$ cat config.mk
export PLATFORM = sky130hd
export DESIGN_NAME = i2c_master
export DESIGN_NICKNAME = d
export VERILOG_FILES = /design/src/rtl/i2c_pkg.sv /design/src/rtl/i2c_qtick.sv /design/src/rtl/i2c_master.sv
export SDC_FILE = /design/constraint.sdc
export NUM_CORES = 1
export LEC_CHECK = 0
export BUFFER_PORTS_ARGS = -buffer_cell sky130_fd_sc_hd__buf_2
export CAP_MARGIN = 20
export CELL_PAD_IN_SITES_DETAIL_PLACEMENT = 1
export CELL_PAD_IN_SITES_GLOBAL_PLACEMENT = 1
export CORE_MARGIN = 1
export CORE_UTILIZATION = 50
export CTS_CLUSTER_DIAMETER = 60
export DETAILED_ROUTE_END_ITERATION = 10
export PLACE_DENSITY_LB_ADDON = 0.1
export REMOVE_ABC_BUFFERS = 1
export SLEW_MARGIN = 5
export SYNTH_ARGS = -nofsm -noshare
export SYNTH_HDL_FRONTEND = slang
export SYNTH_SLANG_ARGS = --single-unit
$ cat constraint.sdc
create_clock -name clk -period 4.5 [get_ports clk]
set_input_delay 0.225 -clock clk [delete_from_list [all_inputs] [get_ports clk]]
set_output_delay 0.225 -clock clk [all_outputs]
set_load 0.005 [all_outputs]
$ cat src/rtl/i2c_pkg.sv
// i2c_pkg: shared state encoding, direction and ACK level constants for the I2C master
package i2c_pkg;
    typedef enum logic [3:0] {
        IDLE, START, ADDR, ACK_A, REG, ACK_R, RSTART, ADDR_R,
        ACK_AR, WDATA, ACK_W, RDATA, MNACK, STOP
    } state_t;

    localparam logic RW_WRITE = 1'b0;
    localparam logic RW_READ  = 1'b1;
    localparam logic ACK      = 1'b0;
    localparam logic NACK     = 1'b1;

    function automatic logic is_ack(input state_t s);
        return s == ACK_A || s == ACK_R || s == ACK_AR || s == ACK_W;
    endfunction

    function automatic logic is_tx(input state_t s);
        return s == ADDR || s == REG || s == ADDR_R || s == WDATA;
    endfunction

    function automatic state_t after_byte(input state_t s);
        return s == ADDR ? ACK_A : s == REG ? ACK_R : s == ADDR_R ? ACK_AR : s == WDATA ? ACK_W : MNACK;
    endfunction
endpackage

$ cat src/rtl/i2c_qtick.sv
// i2c_qtick: quarter-period tick generator; hold freezes the count while a slave stretches SCL
module i2c_qtick #(
    parameter int QDIV = 63
) (
    input  logic clk,
    input  logic rst,
    input  logic en,
    input  logic hold,
    output logic tick
);
    logic [15:0] cnt;

    assign tick = en && !hold && cnt == 16'(QDIV);

    always_ff @(posedge clk or posedge rst) begin
        if (rst) cnt <= '0;
        else if (!en) cnt <= '0;
        else if (!hold) cnt <= tick ? '0 : cnt + 16'd1;
    end
endmodule

$ cat src/rtl/i2c_master.sv
// i2c_master: single-register write/read I2C master with clock stretching support
import i2c_pkg::*;

module i2c_master #(
    parameter int QDIV = 63
) (
    input  logic       clk,
    input  logic       rst,
    input  logic       start,
    input  logic       rw,
    input  logic [6:0] dev_addr,
    input  logic [7:0] reg_addr,
    input  logic [7:0] wr_data,
    output logic [7:0] rd_data,
    output logic       busy,
    output logic       done,
    output logic       ack_error,
    input  logic       scl_in,
    input  logic       sda_in,
    output logic       scl_oe,
    output logic       sda_oe
);
    state_t     state;
    logic [1:0] q;
    logic [2:0] bits;
    logic [7:0] sh, rx, reg_q, dat_q;
    logic [6:0] dev_q;
    logic       rw_q, rs, tick, scl_nx, sda_nx;

    // SCL released by us but still low means the slave is stretching
    i2c_qtick #(.QDIV(QDIV)) u_qtick (
        .clk  (clk),
        .rst  (rst),
        .en   (state != IDLE),
        .hold (!scl_oe && !scl_in),
        .tick (tick)
    );

    always_comb begin
        scl_nx = 1'b0;
        sda_nx = 1'b0;
        case (state)
            IDLE: ;
            START: begin
                scl_nx = q == 2'd3;
                sda_nx = q != 2'd0;
            end
            RSTART: scl_nx = q == 2'd0;
            STOP: begin
                scl_nx = q == 2'd0;
                sda_nx = q != 2'd3;
            end
            default: begin
                scl_nx = q == 2'd0 || q == 2'd3;
                sda_nx = is_tx(state) && !sh[7];
            end
        endcase
    end

    always_ff @(posedge clk or posedge rst) begin
        if (rst) begin
            state     <= IDLE;
            q         <= '0;
            bits      <= '0;
            sh        <= '0;
            rx        <= '0;
            rs        <= 1'b0;
            rw_q      <= RW_WRITE;
            dev_q     <= '0;
            reg_q     <= '0;
            dat_q     <= '0;
            rd_data   <= '0;
            busy      <= 1'b0;
            done      <= 1'b0;
            ack_error <= 1'b0;
            scl_oe    <= 1'b0;
            sda_oe    <= 1'b0;
        end else begin
            done   <= 1'b0;
            scl_oe <= scl_nx;
            sda_oe <= sda_nx;
            if (state == IDLE) begin
                if (start) begin
                    {rw_q, dev_q, reg_q, dat_q} <= {rw, dev_addr, reg_addr, wr_data};
                    state     <= START;
                    busy      <= 1'b1;
                    ack_error <= 1'b0;
                    q         <= '0;
                    bits      <= '0;
                    rs        <= 1'b0;
                end
            end else if (tick) begin
                q <= q + 2'd1;
                if (q == 2'd1 && is_ack(state) && sda_in == NACK) ack_error <= 1'b1;
                if (q == 2'd1 && state == RDATA) rx <= {rx[6:0], sda_in};
                if (q == 2'd3) begin
                    case (state)
                        START: begin
                            state <= rs ? ADDR_R : ADDR;
                            sh    <= {dev_q, rs ? RW_READ : RW_WRITE};
                        end
                        ADDR, REG, ADDR_R, WDATA, RDATA: begin
                            bits <= bits + 3'd1;
                            sh   <= {sh[6:0], 1'b0};
                            if (bits == 3'd7) state <= after_byte(state);
                        end
                        ACK_A: begin
                            state <= ack_error ? STOP : REG;
                            sh    <= reg_q;
                        end
                        ACK_R: begin
                            state <= ack_error ? STOP : rw_q == RW_READ ? RSTART : WDATA;
                            sh    <= dat_q;
                        end
                        ACK_AR: state <= ack_error ? STOP : RDATA;
                        RSTART: begin
                            state <= START;
                            rs    <= 1'b1;
                        end
                        STOP: begin
                            state <= IDLE;
                            busy  <= 1'b0;
                            done  <= 1'b1;
                            if (rw_q == RW_READ && !ack_error) rd_data <= rx;
                        end
                        default: state <= STOP;
                    endcase
                end
            end
        end
    end
endmodule

==> results of run 1 <==
## power breakdown
group	total [mW]	switching [mW]	internal [mW]
registers	0.939	0.106	0.833
clock network	0.595	0.267	0.328
logic	0.379	0.192	0.188
total	1.91	0.565	1.35
## final cells by class
| class | count | area (um2) |
|---|---|---|
| clock buffer | 11 | 141 |
| clock inverter | 5 | 81.3 |
| fill | 799 | 2990 |
| inverter | 5 | 20.0 |
| multi-input combinational | 245 | 1810 |
| sequential | 79 | 1980 |
| tap | 99 | 124 |
| timing repair buffer | 44 | 230 |
## worst max-delay path: cells and delay by family, from the launching register on
kind	cells	cell delay, ps
and+or+nand+nor	1	630
AOI/OAI and AO/OA	3	800
DFF	1	840
muxes	1	390
## cell families after synthesis
kind of cell | count (synthesis) | synth area share
xor gates and xnor gates | 14 | 0.0317
adders and majority gates | 6 | 0.0194
DFF | 79 | 0.511
muxes | 53 | 0.154
buffers and inverters | 20 | 0.0201
and+or+nand+nor | 105 | 0.142
AOI/OAI and AO/OA | 67 | 0.120
## worst min-delay path by stage
| stage | startpoint | endpoint | slack, ps |
|---|---|---|---|
| after floorplan | start | busy$_DFFE_PP0P_ | 360 |
| after global placement | rst | u_qtick.cnt[5]$_DFFE_PP0P_ | 340 |
| after detailed placement | rst | u_qtick.cnt[5]$_DFFE_PP0P_ | 350 |
| after CTS | reg_addr[3] | reg_q[3]$_DFFE_PP0P_ | 90 |
| after global routing | wr_data[6] | dat_q[6]$_DFFE_PP0P_ | 90 |
| final | reg_addr[6] | reg_q[6]$_DFFE_PP0P_ | 100 |
## synthesized netlist by cell type (3+ instances only)
cell type  instances  share of area
and3_1             5         0.0081
a21oi_1           11          0.014
xor2_1             8          0.018
mux2_2            52           0.15
nand2_1           20          0.019
dfrtp_1           79           0.51
inv_1              5         0.0049
ha_1               6          0.019
o21ai_0           15          0.019
a22oi_1            9          0.017
nand3_1            8          0.010
o2111ai_1          3         0.0068
o211ai_1           3         0.0058
nor2_1            38          0.037
o22ai_1            4         0.0065
a22o_1             3         0.0068
xnor2_1            6          0.014
a221o_1            7          0.018
o31ai_1            3         0.0058
nor2b_1            5         0.0081
clkbuf_1          13          0.013
nand2b_1           5         0.0081
or3_1              3         0.0049
nand4_1            3         0.0049
## state kept, by name (all words and copies together), names as in the netlist
| name | flops |
|---|---|
| u_qtick.cnt | 16 |
| dat_q | 8 |
| rd_data | 8 |
| reg_q | 8 |
| rx | 8 |
| sh | 8 |
| dev_q | 7 |
| state | 4 |
| bits | 3 |
| q | 2 |
| ack_error | 1 |
| busy | 1 |
| done | 1 |
| rs | 1 |
| rw_q | 1 |
| scl_oe | 1 |
| sda_oe | 1 |
## per-layer routing
metal | GRT usage | wire length, um | vias to the layer above
met3 | 0.0457 | 260 | 13
met2 | 0.380 | 4400 | 48
li1 | - | - | 1330
met4 | 0.0739 | 116 | 0
met1 | 0.331 | 4150 | 1440
met5 | 0 | 0 | -
## through the flow
stage | util | setup slack [ps] | std cells
6_report | 0.595 | 1730 | 488
5_1_grt | 0.595 | 1580 | 488
4_1_cts | 0.595 | 1790 | 488
3_5_place_dp | 0.563 | 1830 | 471
3_3_place_gp | 0.563 | 1920 | 471
2_1_floorplan | - | 1770 | 329
## timing repair
item / CTS / global route
hold buffers: 1 / 0
setup endpoints to repair: 0 / 0
hold endpoints to repair: 39 / 0
==> metrics, run 1 <==
Routed WL just under 9000 um; mapped cell area just under 4000 um2; # rows 31; router iterations before antenna repair 4; cells after synthesis roughly 340; Root Buffer clkbuf_8; fmax roughly 360 MHz; Top Ports 42; aggregate global routing overflow 0; first-pass GRT wire length between 15,000 and 20,000 um; CP max-delay cell dfrtp_1; post-route minimum period 2770 ps; routed vias about 2,800; power per cell area about 440 nW/um2; reg-to-reg endpoint state[2]$_DFFE_PP0P_; critical path cell sequence nor2b_1 -> o21a_1 -> a21oi_1 -> o211ai_1 -> mux2_2; Slew headroom 0.464; fin crit share 0.616; Post-CTS Setup Inserts 0; clock sink total between 70 and 80; slew of the pin with the lowest slew margin about 800 ps; TNS Setup 0 ps; Initial Util 0.524; Layout Nets roughly 420; CP arrival between 3000 and 4000 ps; CTS clk-pin slew, worst paths 80 ps; most common cell after layout, fill and taps aside dfrtp_1; global placer's final weighted congestion 0.865; DIE AREA between 8000 and 9000 um2; Via-to-Cell Ratio 5.80; Max clock buf depth 2; Final Hold Vio Count 0; FF-to-FF setup slack 1730 ps; clock latency on the worst-skew pair around 350 ps; pin count of the biggest net entering global routing 41; drt drc 0; Placed Area 4150 um2; Pleak slightly above 2 nW; most frequent cells in the layout dfrtp_1 (79), mux2_2 (52), buf_2 (41); CP max FO 25; number of H-tree levels 3; Avg Synthesized Cell Area roughly 11 um2; CP endpoint kind register; worst r2r path cells 5; async set-reset flop share out of synthesis 1.00; Die H 89.9 um; final setup vio count 0; Horiz. Die Dim between 80 and 90 um; crit path launch state[1]$_DFFE_PP0P_; Num CTS Buffers 9; critical path required time around 4700 ps; run status complete, no violations; R2R Path Start state[1]$_DFFE_PP0P_; Detailed Place HPWL a little over 6000 um; All-Layer GR Usage 0.238; crit path launch type register; last element of the critical path state[2]$_DFFE_PP0P_; TritonCTS clock tree done; Crit Path Category register to register; Post-synth EDFFs 0; register area share after synthesis 0.511; Initial DRC Count between 100 and 150; DR WL/cell approximately 18 um; number of stages on the worst hold path 2; Most used DFF post-synth dfrtp_1; Synthesis Warnings 0; Hold Crit Class input port to register; Layout area overhead 13.4%; design area 4380 um2; Yosys cell types between 40 and 50; antenna cells 0; maximum VDD drop approximately 230 uV; vias in the first global route 2,955; clock skew between 8 and 9 ps; remaining antenna violation count after routing 0; Final Max Tran Viols 0; RSZ-0062 raised after global routing false; CTS resizes 0; initial antenna violation count 0; share of cells above drive strength 1 0.301; number of buffers inserted by port buffering 41; Crit path largest cell delay 840 ps; Hold WS between 90 and 100 ps; flops & latches, synth a little under 80; total power about 1.9 mW; floorplan core area ~7400 um2; max cap viols 0
(Power assumes the default switching activity.)
==> run 2: changes to the inputs <==
CORE_UTILIZATION = 42   (was 50)
clock period = 2.4 ns   (was 4.5 ns; I/O delays follow)
==> run 2 against run 1 <==
The flow now finishes with violations (DRC). Hold slack worse by 84 ps. Via count is 4.8% higher. Worst setup slack got worse by 1600 ps. Total power up 88%. Die area grew 19%. Critical path depth increased by 2. Clock power is 78% higher. Count of clock-buffer cells in the layout up 1. Global-route usage down 3.2 points. Critical endpoint unchanged. Largest cell class unchanged. Highest routed layer unchanged.
==> metrics, run 2 (synthesized netlist as in run 1, its figures left out) <==
drt drc 2 (+2); R2R Path Start u_qtick.cnt[7]$_DFFE_PP0P_; FF-to-FF setup slack 170 ps (-1560 ps); router iterations before antenna repair 7 (+3); Crit path largest cell delay 440 ps (-400 ps); initial antenna violation count 0 (unchanged); number of stages on the worst hold path 2 (unchanged); number of buffers inserted by port buffering 41 (unchanged); reg-to-reg endpoint state[2]$_DFFE_PP0P_; Pleak 2.23 nW (+9.1%); aggregate global routing overflow 0 (unchanged); clock latency on the worst-skew pair 350 ps (about the same); critical path required time 2640 ps (-2100 ps); Top Ports 42 (unchanged); Biggest register u_qtick.cnt; Initial DRC Count 98 (-4.9%); Max clock buf depth 2 (unchanged); Seq pwr share 0.473 (-0.018); max FFs per register 16 (unchanged); Routed WL 9010 um (+1.0%); Int Pwr 2.56 mW (+90%); Hold Crit Start dev_addr[6]; global placer's final weighted congestion 0.830 (-4.0%); Via-to-Cell Ratio 5.53 (-4.6%); # rows 34 (+9.7%); CP max FO 6 (-76%); power per cell area 755 nW/um2 (+73%); remaining antenna violation count after routing 0 (unchanged); most used cell, CP buf_4; All-Layer GR Usage 0.206 (-0.0318); antenna cells 0 (unchanged); Post-Place Cells 496 (+5.3%); Hold WS 13.7 ps (-84.4 ps); Initial Util 0.439 (-0.0855); CTS clk-pin slew, worst paths 80 ps (about the same); critical path cell sequence nor4_1 -> nand4_1 -> buf_4 -> o31ai_1 -> buf_4 -> o211ai_1 -> mux2_2; post-route minimum period 2230 ps (-543 ps); CP arrival 2470 ps (-550 ps); Num CTS Buffers 9 (unchanged); Layout Nets 458 (+9.3%); share of cells above drive strength 1 0.320 (+0.0193); floorplan core area 8810 um2 (+19%); DR WL/cell 16.8 um (-8.0%); Hold Crit Class input port to register; first-pass GRT wire length 15,500 um (+1.6%); P_sw 1.05 mW (+86%); Die H 97.9 um (+8.9%); CP endpoint kind register; Combinational Power Share 0.234 (+0.036); slew of the pin with the lowest slew margin 801 ps (+4.13 ps); maximum VDD drop 405 uV (+76%); Final Max Tran Viols 0 (unchanged); Detailed Place HPWL 6040 um (-2.0%); fmax 448 MHz (+24%); worst hold path endpoint dev_q[6]$_DFFE_PP0P_; Horiz. Die Dim 97.9 um (+8.9%); Layout area overhead 23.5%; worst r2r path cells 7 (+2); Root Buffer clkbuf_8; crit path launch u_qtick.cnt[7]$_DFFE_PP0P_; DIE AREA 9590 um2 (+19%); clock group share of total power 0.294 (-0.017); clock sink total 79 (unchanged); number of H-tree levels 3 (unchanged); Layout Cells excl Fill 536 (+9.8%); pin count of the biggest net entering global routing 52 (+27%); failing checks DRC; most common cell after layout, fill and taps aside dfrtp_1; clock skew 12.0 ps (+3.37 ps); TritonCTS clock tree done; Final Hold Vio Count 0 (unchanged); Crit Path Category register to register; Slew headroom 0.466 (+0.00124); sw frac 0.291 (-0.00427); vias in the first global route 3,144 (+6.4%); max cap viols 0 (unchanged); most frequent cells in the layout dfrtp_1 (78), mux2_2 (52), buf_2 (41); RSZ-0062 raised after global routing false; CP max-delay cell dfrtp_1; fin crit share 0.929 (+0.313); crit path launch type register; run status complete, but fails checks; routed vias 2,966 (+4.8%); TNS Setup 0 ps (unchanged); final setup vio count 0 (unchanged)
## run 2: cell types whose count changed in the layout (fill, tap and decap cells not counted), sizes merged
cell         before  now
bufinv            2    1
buf              43   61
dlygate4sd3       1   22
clkbuf           11   12
clkinv            3    4
clkinvlp          1    0
## run 2: worst max-delay path: cells and delay by family (launching register included)
kind,cells,cell delay [ps]
AOI/OAI and AO/OA,2,440
buffers and inverters,2,370
DFF,1,440
muxes,1,320
and+or+nand+nor,2,530
## run 2: how the worst max path moves through the flow
stage / end / slack, ps / cells after the start
2_1_floorplan: state[1]$_DFFE_PP0P_ / -330 / 5
3_3_place_gp: state[3]$_DFFE_PP0P_ / 170 / 5
3_5_place_dp: sh[1]$_DFFE_PP0P_ / 120 / 5
4_1_cts: rx[6]$_DFFE_PP0P_ / 100 / 5
5_1_grt: state[2]$_DFFE_PP0P_ / 50 / 7
6_report: state[2]$_DFFE_PP0P_ / 170 / 7
## run 2: timing repair
action,4_1_cts,5_1_grt
hold endpoints to repair,49,0
setup endpoints to repair,0,15
gates resized for setup,0,1
buffers inserted,0,2
hold buffers,22,0
## run 2: stage by stage
step / instance area (um2) / worst slack [ps] / util / total power [mW]
global placement: 4300 / 172 / 0.488 / 2.51
finish: 4770 / 170 / 0.542 / 3.61
CTS: 4730 / 98.3 / 0.538 / 3.65
detailed placement: 4300 / 122 / 0.488 / 2.54
global route: 4770 / 50.1 / 0.542 / 3.81
floorplan: 3810 / -329 / - / 2.25
## run 2: per-layer routing
layer / up-vias / global-route usage / wire [um]
met5: - / 0 / 0
met4: 0 / 0.0781 / 153
met3: 15 / 0.0401 / 284
met2: 51 / 0.350 / 4590
met1: 1497 / 0.261 / 3990
li1: 1403 / - / -
## run 2: area by class of cell
class,count,area [um2]
fillers,957,4030
flip-flops and latches,79,1980
multi-input cells,245,1810
repair buffers,83,613
clock buffers,12,165
well taps,108,135
clock inverters,4,52.6
inverters,5,20.0
## run 2: power groups by stage
stage / Combinational (mW) / Clock, mW / Sequential [mW]
after floorplan: 0.548 / 0 / 1.71
after global placement: 0.793 / 0 / 1.72
after detailed placement: 0.815 / 0 / 1.73
after CTS: 0.853 / 1.09 / 1.70
after global routing: 0.935 / 1.14 / 1.74
final: 0.843 / 1.06 / 1.70
